--- src/rtl/fetch_if.sv ---
// fetch_if: handshake/bus bundle between the fetch stage and its surroundings.
interface fetch_if;
    logic        stall;
    logic        redirect;
    logic [31:0] redirect_pc;
    logic        halt;
    logic [31:0] instr_pc;
    logic [31:0] instr_in;
    logic [31:0] id_instr;
    logic [31:0] id_pc4;
    logic        id_valid;
    logic        halted;
    logic [31:0] fetch_count;
    logic        misalign_err;
    modport master (
        input  stall, redirect, redirect_pc, halt, instr_in,
        output instr_pc, id_instr, id_pc4, id_valid, halted, fetch_count, misalign_err
    );
    modport slave (
        output stall, redirect, redirect_pc, halt, instr_in,
        input  instr_pc, id_instr, id_pc4, id_valid, halted, fetch_count, misalign_err
    );
endinterface

--- src/rtl/fetch_stage.sv ---
// fetch_stage: PC, IF/ID register, halt FSM and fetch statistics.
// Define DELAY_SLOT_EN to keep the instruction after a taken branch (delay slot) instead of flushing it.
module fetch_stage #(
    parameter logic [31:0] RESET_PC = 32'h0000_0000
) (
    input logic    clk,
    input logic    rst,
    fetch_if.master bus
);
    typedef enum logic {RUN, HALTED} state_t;
    state_t      state_q, state_d;
    logic [31:0] pc_q, pc_d, id_instr_q, id_instr_d, id_pc4_q, id_pc4_d, fetch_count_q, fetch_count_d;
    logic        id_valid_q, id_valid_d, misalign_q, misalign_d, cap;
    logic [31:0] pc4;
    assign pc4 = pc_q + 32'd4;
    always_comb begin
        state_d    = state_q;
        pc_d       = pc_q;
        id_instr_d = id_instr_q;
        id_pc4_d   = id_pc4_q;
        id_valid_d = id_valid_q;
        misalign_d = misalign_q;
        cap        = 1'b0;
        if (state_q == HALTED || bus.halt) begin
            state_d    = HALTED;
            id_instr_d = 32'd0;
            id_valid_d = 1'b0;
        end else if (bus.redirect) begin
            pc_d       = {bus.redirect_pc[31:2], 2'b00};
            misalign_d = misalign_q | (|bus.redirect_pc[1:0]);
`ifdef DELAY_SLOT_EN
            id_instr_d = bus.instr_in;
            id_pc4_d   = pc4;
            id_valid_d = 1'b1;
            cap        = 1'b1;
`else
            id_instr_d = 32'd0;
            id_valid_d = 1'b0;
`endif
        end else if (!bus.stall) begin
            pc_d       = pc4;
            id_instr_d = bus.instr_in;
            id_pc4_d   = pc4;
            id_valid_d = 1'b1;
            cap        = 1'b1;
        end
        fetch_count_d = (cap && fetch_count_q != 32'hFFFF_FFFF) ? fetch_count_q + 32'd1 : fetch_count_q;
    end
    always_ff @(posedge clk) begin
        if (rst) begin
            state_q       <= RUN;
            pc_q          <= RESET_PC;
            id_instr_q    <= 32'd0;
            id_pc4_q      <= 32'd0;
            id_valid_q    <= 1'b0;
            fetch_count_q <= 32'd0;
            misalign_q    <= 1'b0;
        end else begin
            state_q       <= state_d;
            pc_q          <= pc_d;
            id_instr_q    <= id_instr_d;
            id_pc4_q      <= id_pc4_d;
            id_valid_q    <= id_valid_d;
            fetch_count_q <= fetch_count_d;
            misalign_q    <= misalign_d;
        end
    end
    assign bus.instr_pc     = pc_q;
    assign bus.id_instr     = id_instr_q;
    assign bus.id_pc4       = id_pc4_q;
    assign bus.id_valid     = id_valid_q;
    assign bus.halted       = state_q == HALTED;
    assign bus.fetch_count  = fetch_count_q;
    assign bus.misalign_err = misalign_q;
endmodule

--- src/flat_wrapper.sv ---
// flat-port wrapper written by rule: the top's interface ports become plain ports
module fetch_stage_flat 
#(
    parameter logic [31:0] RESET_PC = 32'h0000_0000
)
  (clk, rst, bus_stall, bus_redirect, bus_redirect_pc, bus_halt, bus_instr_in, bus_instr_pc, bus_id_instr, bus_id_pc4, bus_id_valid, bus_halted, bus_fetch_count, bus_misalign_err);
  fetch_if bus_i ();
  input logic clk;
  input logic rst;
  input wire logic [$bits(bus_i.stall)-1:0] bus_stall;
  input wire logic [$bits(bus_i.redirect)-1:0] bus_redirect;
  input wire logic [$bits(bus_i.redirect_pc)-1:0] bus_redirect_pc;
  input wire logic [$bits(bus_i.halt)-1:0] bus_halt;
  input wire logic [$bits(bus_i.instr_in)-1:0] bus_instr_in;
  output wire logic [$bits(bus_i.instr_pc)-1:0] bus_instr_pc;
  output wire logic [$bits(bus_i.id_instr)-1:0] bus_id_instr;
  output wire logic [$bits(bus_i.id_pc4)-1:0] bus_id_pc4;
  output wire logic [$bits(bus_i.id_valid)-1:0] bus_id_valid;
  output wire logic [$bits(bus_i.halted)-1:0] bus_halted;
  output wire logic [$bits(bus_i.fetch_count)-1:0] bus_fetch_count;
  output wire logic [$bits(bus_i.misalign_err)-1:0] bus_misalign_err;
  assign bus_i.stall = bus_stall;
  assign bus_i.redirect = bus_redirect;
  assign bus_i.redirect_pc = bus_redirect_pc;
  assign bus_i.halt = bus_halt;
  assign bus_i.instr_in = bus_instr_in;
  assign bus_instr_pc = bus_i.instr_pc;
  assign bus_id_instr = bus_i.id_instr;
  assign bus_id_pc4 = bus_i.id_pc4;
  assign bus_id_valid = bus_i.id_valid;
  assign bus_halted = bus_i.halted;
  assign bus_fetch_count = bus_i.fetch_count;
  assign bus_misalign_err = bus_i.misalign_err;
  fetch_stage #(.RESET_PC(RESET_PC)) u_core (.clk(clk), .rst(rst), .bus(bus_i));
endmodule
--- config.mk ---
export PLATFORM = sky130hd
export DESIGN_NAME = fetch_stage_flat
export DESIGN_NICKNAME = d
export VERILOG_FILES = /design/src/rtl/fetch_if.sv /design/src/rtl/fetch_stage.sv /design/src/flat_wrapper.sv
export SDC_FILE = /design/constraint.sdc
export NUM_CORES = 1
export LEC_CHECK = 0
export ABC_CLOCK_PERIOD_IN_PS = 3990
export BUFFER_PORTS_ARGS = -buffer_cell sky130_fd_sc_hd__buf_4
export CORE_ASPECT_RATIO = 1.4
export CORE_MARGIN = 2
export CORE_UTILIZATION = 43
export CTS_CLUSTER_DIAMETER = 40
export DETAILED_ROUTE_END_ITERATION = 10
export GPL_ROUTABILITY_DRIVEN = 0
export PLACE_DENSITY_LB_ADDON = 0.12
export SETUP_SLACK_MARGIN = 0.3
export SYNTH_ARGS = -nofsm -noshare
export SYNTH_HDL_FRONTEND = slang
export SYNTH_SLANG_ARGS = --single-unit
--- constraint.sdc ---
create_clock -name clk -period 3.99 [get_ports clk]
set_clock_uncertainty 0.1 [all_clocks]
set_input_delay 0.399 -clock clk [delete_from_list [all_inputs] [get_ports clk]]
set_output_delay 0.399 -clock clk [all_outputs]
set_load 0.1 [all_outputs]
# After elaboration in Yosys (flattened, before gate mapping)
# Cells that the tools add are included.
# Widths: inputs -> output; s select.
totals:
  reg_bits: 131
  elab_cells: 27
op_classes:
  n_eq_ne: 2
  muxes: 5
  bitwise: 4
  add_sub_neg: 2
  reduce_logical: 7
ops:
  columns: ["op", "n"]
  rows:
  - ["$mux 32", 2]
  - ["$add 32x1->32 const B", 1]
  - ["$add 32x3->32 const B", 1]
  - ["$ne 32x32->1 const B", 1]
  - ["$reduce_and 2->1", 2]
  - ["$mux 1", 3]
  - ["$not 1->1", 3]
  - ["$reduce_and 3->1", 1]
  - ["$reduce_or 3->1", 1]
  - ["$ne 2x1->1 const B", 1]
  - ["$reduce_or 2->1", 1]
  - ["$logic_and 1x1->1", 1]
  - ["$logic_or 1x1->1", 1]
  - ["$or 1x1->1", 1]

# Longest topological paths before layout
# Gate-level depths: netlist of the first run.
logic_depth:
  word_depth: 4
  depth_mapped: 7
  mapped_depth_nobuf: 6

# Worst setup path before layout of the first run
# Ideal clock, no wire load.
synth_timing:
  kind: "reg2reg"
  start: "reg u_core.fetch_count_q[0] (netlist: u_core.bus.fetch_count[0])"
  end: "reg u_core.fetch_count_q[1] (netlist: u_core.bus.fetch_count[1])"
  setup_time_ns: 0.128
  arrival_ns: 2.923
  slack_ns: 0.839
  period_less_slack_ns: 3.151
  n_path_buf: 1
  path_stages_with_launch: 8
  cell_sequence: "dfxtp_1 -> ha_1 -> nand4_1 -> nor4_1 -> clkbuf_1 -> a21oi_1 -> mux2i_1 -> nor2_1"
synth_between:
  elab_chain_cells: 2
  elab_cells_between_ends: 3
  cone_classes: "add/sub (1); eq/ne (1); reduce/logical (1)"
synth_rtl:
  columns: ["element", "line", "source"]
  rows:
  - ["start: declaration", "fetch_stage.sv:12", "logic [31:0] pc_q, pc_d, id_instr_q, id_instr_d, id_pc4_q, id_pc4_d, fetch_count_q, fetch_count_d;"]
  - ["start signal: assignment", "fetch_stage.sv:64", "fetch_count_q <= fetch_count_d;"]
  - ["parallel branches: the longest is 2 deep, another holds $add 32x1->32", null, null]
# Parallel ways; which one is timed is not known.
# A chain may end at the register's enable or synchronous reset.

# Worst setup path after layout of the first run
layout_timing:
  start: "in bus_redirect"
  end: "reg u_core.pc_q[14] (netlist: u_core.bus.instr_pc[14])"
layout_between:
  elab_chain_cells: 2
  elab_cells_between_ends: 3
  cone_classes: "eq/ne (1); mux (1); reduce/logical (1)"
layout_rtl:
  columns: ["element", "line", "source"]
  rows:
  - ["start: declaration", "flat_wrapper.sv:11", "input wire logic [$bits(bus_i.redirect)-1:0] bus_redirect;"]
  - ["$ne 2x1->1 (no line)", null, null]
  - ["$reduce_and 2->1 (no line)", null, null]
  - ["end signal: assignment", "fetch_stage.sv:60", "pc_q <= pc_d;"]
  - ["end: declaration", "fetch_stage.sv:12", null]
# Several ways; a longest one is shown, not always the timed one.

==> results.md, run 1 <==
* Status: finished clean
* Crit Path Class: in2reg
* Yosys Warn Count at 0
* Placed wire-length estimate at 12630 um
* Worst VDD drop at 0.2848 mV
* Crit path max-delay family: compound AO/OA/AOI/OAI gates
* Post-CTS Resized at 0
* Most common cell after layout, fill and taps aside: buf_4
* Syn Area/Cell at 8.372 sq um
* Initial DRC count at 291
* Max Clk Rate at 0.3670 GHz
* Post-synth EDFFs at 0
* Drt total wl at 17780 um
* All-Layer GR Usage at 23.20%
* RSZ-0062 raised after global routing: no
* Hold WS at 0.1203 ns
* Clk_lat worst skew at 0.41 ns
* DR vias at 6045
* Dpl cells at 1058
* Total power at 3565 uW
* Clock power share at 46.6%
* HP Class: in2reg
* Die Width at 104.6 um
* Final hold vios at 0
* Mapped cell area at 6095 sq um
* Worst setup EP type: register
* Fill cell count at 1347
* Pin count of the biggest net entering global routing at 62
* Worst-Margin Slew at 1.084 ns
* Worst slew margin at 27.11%
* Layout net count at 963
* Routed Antenna Nets at 0
* Yosys cell types at 55
* CTS root buffer: clkbuf_16
* Share of power burned in registers at 37.8%
* TritonCTS buffer count at 17
* Internal power at 2513 uW
* Clock sink total at 127
* Initial antenna violation count at 0
* GRT overflow at 0
* Core ar. at 13910 sq um
* Switching Power at 1052 uW
* Crit path DAT at 2.90 ns
* Synth-to-Final Area Change at 35.52%
* Final setup fails at 0
* H-tree Lvls at 4
* CTS max path bufs at 2
* Std-Cell Rows at 51
* Most frequent cells in the layout: buf_4, dfxtp_1, nor2_1, xnor2_1, nand2_1
* Die Y at 144.9 um
* Post-CTS Setup Bufs at 0
* Main flop type after synthesis: dfxtp_1
* Sequential-to-total area share from yosys stat at 41.72%
* Most used cell, CP: buf_4
* Tmin final at 2.725 ns
* CP startpoint kind: input port
* # DRC at 0
* Setup TNS Final at 0 ns
* Max stage delay cell, worst path: a21boi_2
* Power Dens Cells at 431.7 nW/um^2
* Comb pwr share at 15.5%
* Initial Utilization at 43.81%
* Sw Share at 29.51%
* Ratio of cells with drive above 1 in the final layout at 27.18%
* Delay of the slowest cell on the worst path at 0.92 ns
* Vias per std cell at 5.546
* Die area at 15160 sq um
* Slew Limit Fails at 0
* Final cell count without fillers at 1090
* Max Cap Viol at 0
* FFs w/ async S/R, synth at 0%
* Post-CTS Hold Fix Bufs at 0
* Routed wire length per instance at 16.31 um
* Fin crit share at 68.29%
* Global-route wire length before repair at 28390 um
* I/O Buffers at 195
* Leakage power at 0.003273 uW
* Clock transition at the registers of the reported paths at 0.06 ns
* Seq cells post-synth at 127
* Critical path, cell by cell: buf_4 -> buf_4 -> inv_1 -> a21boi_2 -> o21ai_0 -> a22oi_1 -> nor2_1
* Worst-path maximum fanout at 59
* Number of global-route vias before repair at 5643
* Worst path bufs/invs at 3
* Required @ worst endpoint at 4.16 ns
* Drt pass-1 iters at 5
* Ant diodes at 0
* # IOs at 200
* CTS tree: done
* Cells after Synth at 728
## per-stage QoR
step / utilization, % / cell area, sq um / setup WS, ns
detailed placement: 54.81 / 7625 / 0.9454
floorplan: - / 6106 / 0.8391
global route: 59.37 / 8259 / 0.9649
finish: 59.37 / 8259 / 1.265
global placement: 54.81 / 7625 / 0.9674
CTS: 59.37 / 8259 / 1.283
## tightest hold or removal path: stages
cell and delay (ns):
buf_4 0.08, mux2i_1 0.05, nor2_1 0.07
## synth_stat cells, types with 12 or more instances
| master | count | area [sq um] |
|---|---|---|
| nor4_1 | 21 | 131.4 |
| a31oi_1 | 12 | 75.07 |
| nand2_1 | 42 | 157.7 |
| nand3_1 | 16 | 80.08 |
| a211oi_1 | 35 | 262.8 |
| xnor2_1 | 43 | 376.6 |
| a21oi_1 | 31 | 155.2 |
| nor2_1 | 123 | 461.7 |
| mux2i_1 | 35 | 350.3 |
| dfxtp_1 | 127 | 2542 |
| nand4_1 | 23 | 143.9 |
| o21ai_0 | 19 | 95.09 |
| inv_1 | 12 | 45.04 |
| clkbuf_1 | 49 | 183.9 |
| nor3_1 | 16 | 80.08 |
| and3_1 | 17 | 106.4 |
## cells by family after synthesis
| group | count (synthesis) | synth area share (%) |
|---|---|---|
| other | 1 | 0.06153 |
| muxes | 38 | 6.303 |
| buffers and inverters | 72 | 4.824 |
| xor gates and xnor gates | 48 | 6.898 |
| adders and majority gates | 2 | 0.4105 |
| DFF | 127 | 41.72 |
| AOI/OAI and AO/OA | 141 | 15.69 |
| and+or+nand+nor | 299 | 24.10 |
## registers in the layout, indices dropped and copies added (netlist names)
register	count
u_core.bus.id_valid	1
u_core.bus.halted	1
u_core.bus.id_instr	32
u_core.bus.fetch_count	32
u_core.bus.misalign_err	1
u_core.bus.id_pc4	30
u_core.bus.instr_pc	30
## path summary, 6_finish.rpt
check	from	to	slack [ns]	cells past startpoint
hold / removal	bus_instr_in[29]	u_core.bus.id_instr[29]	0.12	3
hold reg to reg	u_core.bus.misalign_err	u_core.bus.misalign_err	0.36	2
setup reg to reg	u_core.bus.fetch_count[0]	u_core.bus.fetch_count[19]	1.30	7
setup / recovery	bus_redirect	u_core.bus.instr_pc[14]	1.27	7
## per-layer routing
metal	GRT usage, %	vias to the layer above	wire, um
met5	0	-	0
met4	10.11	0	459
met3	4.926	31	1068
met2	41.07	225	9236
met1	27.19	2847	7018
li1	-	2942	-
## layout make-up
type | instances | area, sq um | area share, %
Inverter | 12 | 45.04 | 0.5454
Clock buffer | 18 | 429.2 | 5.196
Clock inverter | 14 | 205.2 | 2.484
Tap cell | 185 | 231.5 | 2.803
Sequential cell | 127 | 2542 | 30.78
Multi-Input combinational cell | 532 | 3289 | 39.83
Timing Repair Buffer | 202 | 1516 | 18.36
## power by group through the flow
stage / clock, uW / sequential (uW) / combinational [uW]
after floorplan: 0 / 1610 / 171
after global placement: 0 / 1370 / 550
after detailed placement: 0 / 1380 / 555
after CTS: 1690 / 1350 / 556
after global routing: 1760 / 1350 / 582
final: 1660 / 1350 / 554
(Power assumes the default switching activity.)
==> run 2, diff against run 1 <==
--- a/config.mk
+++ b/config.mk
@@ -5,7 +5,7 @@
 export SDC_FILE = /design/constraint.sdc
 export NUM_CORES = 1
 export LEC_CHECK = 0
-export ABC_CLOCK_PERIOD_IN_PS = 3990
+export ABC_CLOCK_PERIOD_IN_PS = 2720
 export BUFFER_PORTS_ARGS = -buffer_cell sky130_fd_sc_hd__buf_4
 export CORE_ASPECT_RATIO = 1.4
 export CORE_MARGIN = 2
==> constraint.sdc (replaced) <==
create_clock -name clk -period 2.72 [get_ports clk]
set_clock_uncertainty 0.1 [all_clocks]
set_input_delay 0.272 -clock clk [delete_from_list [all_inputs] [get_ports clk]]
set_output_delay 0.272 -clock clk [all_outputs]
set_load 0.1 [all_outputs]
==> run 2 against run 1 <==
  * Total power grew 40%
  * Combinational power grew 55%
  * Register-to-register slack lost 0.94 ns
  * Worst setup slack lost 0.90 ns
  * Global-route usage grew 0.53 points
  * Largest cell class unchanged
==> results.md, run 2 (synthesis results as in run 1) <==
* Status: finished clean
* Share of power burned in registers at 39.4% (+1.6 points)
* Most frequent cells in the layout: buf_4, nor2_1, dfxtp_1, xnor2_1, nand2_1
* Setup TNS Final at 0 ns (unchanged)
* Number of global-route vias before repair at 5798 (+2.7%)
* Worst setup EP type: register
* # IOs at 200 (unchanged)
* Die Y at 144.9 um (unchanged)
* Final cell count without fillers at 1126 (+3.3%)
* Core ar. at 13910 sq um (unchanged)
* Sw Share at 31.35% (+1.8 points)
* Crit path DAT at 2.56 ns (-0.34 ns)
* CTS tree: done
* Crit Path Class: reg2reg
* CTS root buffer: clkbuf_16
* CTS max path bufs at 2 (unchanged)
* Internal power at 3419 uW (+36%)
* Switching Power at 1562 uW (+48%)
* Ant diodes at 0 (unchanged)
* Worst-Margin Slew at 0.6994 ns (-0.3849 ns)
* RSZ-0062 raised after global routing: yes
* Initial Utilization at 43.81% (unchanged)
* Tmin final at 2.360 ns
* Worst-path maximum fanout at 8 (-86%)
* Worst slew margin at 53.37% (+26 points)
* Most used cell, CP: or4_4
* Routed Antenna Nets at 0 (unchanged)
* Std-Cell Rows at 51 (unchanged)
* Initial DRC count at 197 (-32%)
* Most common cell after layout, fill and taps aside: buf_4
* Core Util, Final at 62.45% (+3.1 points)
* Die area at 15160 sq um (unchanged)
* Final setup fails at 0 (unchanged)
* Required @ worst endpoint at 2.92 ns (-1.24 ns)
* Hold WS at 0.008197 ns (-0.1121 ns)
* TritonCTS buffer count at 17 (unchanged)
* # DRC at 0 (unchanged)
* Pin count of the biggest net entering global routing at 62 (unchanged)
* All-Layer GR Usage at 23.73% (+0.53 points)
* Fin crit share at 86.76%
* H-tree Lvls at 4 (unchanged)
* HP Class: in2reg
* Layout net count at 999 (+3.7%)
* Clock sink total at 127 (unchanged)
* Vias per std cell at 5.453 (-1.7%)
* I/O Buffers at 195 (unchanged)
* Clock power share at 43.3% (-3.3 points)
* Total power at 4981 uW (+40%)
* Critical path, cell by cell: or4_4 -> or4_4 -> a211oi_4 -> nand4_1 -> mux2_1
* Max Clk Rate at 0.4237 GHz
* Initial antenna violation count at 0 (unchanged)
* Storage element area at 2663 sq um (+4.7%)
* Worst VDD drop at 0.3519 mV (+24%)
* Leakage power at 0.003465 uW (+5.8%)
* CP startpoint kind: register
* Drt total wl at 18290 um (+2.8%)
* Drt pass-1 iters at 5 (unchanged)
* Footprint of the multi-input gates at 3317 sq um (+0.84%)
* Clock transition at the registers of the reported paths at 0.06 ns (about the same)
* Synth-to-Final Area Change at 42.54%
* Delay of the slowest cell on the worst path at 0.51 ns (-0.41 ns)
* Global-route wire length before repair at 28770 um (+1.3%)
* Slew Limit Fails at 0 (unchanged)
* Comb pwr share at 17.2% (+1.7 points)
* Power Dens Cells at 573.4 nW/um^2 (+33%)
* Dpl cells at 1069 (+1.0%)
* Clk_lat worst skew at 0.42 ns (about the same)
* GRT overflow at 0 (unchanged)
* DR vias at 6140 (+1.6%)
* Routed wire length per instance at 16.24 um (-0.45%)
* Placed wire-length estimate at 12760 um (+0.99%)
* Fill cell count at 1275 (-5.3%)
* Die Width at 104.6 um (unchanged)
* Final hold vios at 0 (unchanged)
* Max stage delay cell, worst path: or4_4
* Max Cap Viol at 0 (unchanged)
* Ratio of cells with drive above 1 in the final layout at 33.90% (+6.7 points)
[run 2: cell types whose count changed in the layout (fill, tap and decap cells not counted), sizes merged]
cell / change
clkbuf: -1
clkinv: +3
dlygate4sd3: +24
inv: +1
buf: +12
bufinv: -3
[run 2: path summary, 6_finish.rpt]
check                          startpoint                    endpoint  slack [ns]  cells past startpoint
setup reg to reg        u_core.bus.halted  u_core.bus.fetch_count[19]        0.36                      5
setup / recovery        u_core.bus.halted  u_core.bus.fetch_count[19]        0.36                      5
hold / removal            bus_instr_in[8]      u_core.bus.id_instr[8]       0.008                      3
hold reg to reg   u_core.bus.misalign_err     u_core.bus.misalign_err        0.35                      2
[run 2: final cells by class]
| type | count | share of cell area (%) |
|---|---|---|
| multi-input combinational | 532 | 38.18 |
| sequential | 127 | 30.65 |
| timing repair buffer | 238 | 21.55 |
| clock buffer | 17 | 4.897 |
| tap | 185 | 2.665 |
| clock inverter | 15 | 1.541 |
| inverter | 12 | 0.5185 |
[run 2: worst max-delay path, delay by kind of cell (launching register included)]
kind,cells,cell delay [ns]
mux,1,0.33
flops,1,0.35
compound gates,1,0.34
simple gates,3,1.12
[run 2: through the flow]
stage | setup slack (ns) | cell area (sq um)
after floorplan | 0.2088 | 6257
after global placement | 0.2392 | 7871
after detailed placement | 0.1777 | 7871
after CTS | 0.3320 | 8671
after global routing | 0.2774 | 8687
final | 0.3601 | 8687
[run 2: metal layers]
layer / routed length (um) / global-route usage [%] / vias up
li1: - / - / 3023
met1: 7320 / 26.31 / 2860
met2: 9270 / 42.28 / 207
met3: 944 / 5.060 / 50
met4: 752 / 13.54 / 0
met5: 0 / 0 / -
[run 2: power groups by stage]
stage / registers [uW] / clock network, uW / logic [uW]
final: 1960 / 2160 / 858
after floorplan: 2350 / 0 / 251
after global routing: 1970 / 2280 / 899
after CTS: 1960 / 2200 / 858
after detailed placement: 2000 / 0 / 829
after global placement: 2000 / 0 / 820
[run 2: timing repair]
action,in CTS,in global routing
endpoints found under the hold margin,24,0
setup endpoints to repair,0,5
setup buffers,0,1
gates resized for setup,0,2
hold buffers,24,0
==> run 3, diff against run 2 <==
==> constraint.sdc (replaced) <==
create_clock -name clk -period 2.72 [get_ports clk]
set_clock_uncertainty 0.1 [all_clocks]
set_input_delay 0 -clock clk [delete_from_list [all_inputs] [get_ports clk]]
set_output_delay 0 -clock clk [all_outputs]
set_load 0.1 [all_outputs]
==> run 3 against run 2 <==
  * Core utilization up 3.0 points
  * Critical path depth up 2
  * Non-clock buffer count up 39
  * Worst setup slack worse by 0.0083 ns
  * First-iteration DRC count up 23%
  * Die area unchanged
  * Cell area up 4.7%
  * Maximum frequency down 0.35%
  * Total power up 1.3%
  * Final cell count up 3.5%
  * Largest power group unchanged
==> results.md, run 3 (synthesis results as in run 1) <==
* Status: finished clean
* Die Width at 104.6 um (unchanged)
* GRT overflow at 0 (unchanged)
* Slew Limit Fails at 0 (unchanged)
* Worst-Margin Slew at 0.6260 ns (-0.07344 ns)
* CP startpoint kind: input port
* Drt total wl at 18560 um (+1.5%)
* CTS root buffer: clkbuf_16
* Routed Antenna Nets at 0 (unchanged)
* Final instance area at 9099 sq um (+4.7%)
* CTS tree: done
* Power Dens Cells at 554.7 nW/um^2 (-3.3%)
* Dpl cells at 1065 (-0.37%)
* Most common cell after layout, fill and taps aside: buf_4
* Layout net count at 1038 (+3.9%)
* Max Cap Viol at 0 (unchanged)
* M1 WL at 7245 um (-1.0%)
* Clk_lat worst skew at 0.42 ns (about the same)
* Tmin final at 2.368 ns (+0.008348 ns)
* Std-Cell Rows at 51 (unchanged)
* WL met3 at 1004 um (+6.4%)
* Ant diodes at 0 (unchanged)
* Required @ worst endpoint at 2.92 ns (about the same)
* Crit Path Class: in2reg
* Pin count of the biggest net entering global routing at 63 (+1.6%)
* Max Used Layer: met4
* Final setup fails at 0 (unchanged)
* Crit path DAT at 2.57 ns (about the same)
* TritonCTS buffer count at 17 (unchanged)
* Leakage power at 0.003630 uW (+4.8%)
* Drt pass-1 iters at 4 (-1)
* # IOs at 200 (unchanged)
* # DRC at 0 (unchanged)
* CTS max path bufs at 2 (unchanged)
* Max Clk Rate at 0.4223 GHz (-0.35%)
* Initial Utilization at 43.81% (unchanged)
* Die Y at 144.9 um (unchanged)
* Worst slew margin at 57.92% (+4.6 points)
* Fin crit share at 87.07% (+0.31 points)
* Final cell count without fillers at 1165 (+3.5%)
* Worst VDD drop at 0.3699 mV (+5.1%)
* HP Class: in2reg
* I/O Buffers at 195 (unchanged)
* Final hold vios at 0 (unchanged)
* Core ar. at 13910 sq um (unchanged)
* Clock sink total at 127 (unchanged)
* Initial antenna violation count at 0 (unchanged)
* Routed wire length per instance at 15.93 um (-1.9%)
* DR vias at 6291 (+2.5%)
* All-Layer GR Usage at 24.58% (+0.85 points)
* Most frequent cells in the layout: buf_4, nor2_1, dfxtp_1, dlygate4sd3_1, xnor2_1
* Area after DPL at 7841 sq um (-0.38%)
* Setup TNS Final at 0 ns (unchanged)
* Worst-path maximum fanout at 8 (unchanged)
* Die area at 15160 sq um (unchanged)
* WL met2 at 9704 um (+4.7%)
* Total power at 5047 uW (+1.3%)
* Setup WS post-layout at 0.3517 ns (-0.008348 ns)
* Number of global-route vias before repair at 6125 (+5.6%)
* Clock transition at the registers of the reported paths at 0.06 ns (about the same)
* Initial DRC count at 242 (+23%)
* Pre-CTS WS at 0.3825 ns (+0.2048 ns)
* H-tree Lvls at 4 (unchanged)
* Ratio of cells with drive above 1 in the final layout at 32.14% (-1.8 points)
* Vias per std cell at 5.400 (-0.97%)
* Synth-to-Final Area Change at 49.29%
* Placed wire-length estimate at 12640 um (-0.90%)
* RSZ-0062 raised after global routing: yes
* Worst setup EP type: register
* Post-CTS Setup Bufs at 0 (unchanged)
* Global-route wire length before repair at 30090 um (+4.6%)
-- run 3: cell types whose count changed in the layout (fill, tap and decap cells not counted), moves of 2 or more --
| cell | previous run | this run |
|---|---|---|
| buf_4 | 212 | 207 |
| inv_6 | 4 | 7 |
| inv_4 | 2 | 0 |
| dlygate4sd3_1 | 24 | 68 |
| clkinv_2 | 3 | 1 |
-- run 3: layout make-up --
type | instances | area [sq um]
Clock inverter | 14 | 118.9
Tap cell | 185 | 231.5
Sequential cell | 127 | 2663
Multi-Input combinational cell | 532 | 3316
Fill cell | 1199 | 4812
Inverter | 12 | 45.04
Timing Repair Buffer | 277 | 2275
Clock buffer | 18 | 450.4
-- run 3: per-layer routing --
metal | GRT usage (%) | up-vias
li1 | - | 3104
met2 | 45.06 | 205
met5 | 0 | -
met1 | 27.29 | 2932
met3 | 5.419 | 50
met4 | 11.09 | 0
-- run 3: worst max-delay path: stages --
cell and delay, ns:
dlygate4sd3_1 0.53, buf_4 0.15, or4_4 0.55, or4_4 0.51
a211oi_4 0.34, nand4_1 0.17, mux2_1 0.33
-- run 3: power breakdown --
group          total [uW]  switching [uW]  internal, uW  leakage, uW
clock network        2180             932          1250     0.000276
logic                 905             614           291      0.00229
registers            1960            64.0          1900      0.00106
-- run 3: through the flow --
stage | hold WS [ns] | util (%)
4_1_cts | 0.01871 | 65.35
5_1_grt | 0.05757 | 65.41
6_report | 0.03741 | 65.41
3_5_place_dp | 0.1380 | 56.37
3_3_place_gp | 0.1291 | 56.37
2_1_floorplan | 0.04394 | -
-- run 3: final timing paths --
kind | start | to | slack, ns | cells after the start
max | bus_halt | u_core.bus.fetch_count[19] | 0.35 | 7
min | bus_redirect_pc[30] | u_core.bus.instr_pc[30] | 0.04 | 4
max reg2reg | u_core.bus.instr_pc[2] | u_core.bus.instr_pc[8] | 0.36 | 7
min reg2reg | u_core.bus.misalign_err | u_core.bus.misalign_err | 0.35 | 2
-- run 3: repair_timing --
| item | CTS | global route |
|---|---|---|
| endpoints found under the setup margin | 0 | 5 |
| endpoints found under the hold margin | 82 | 0 |
| hold buffers | 68 | 0 |
| gates resized for setup | 0 | 3 |
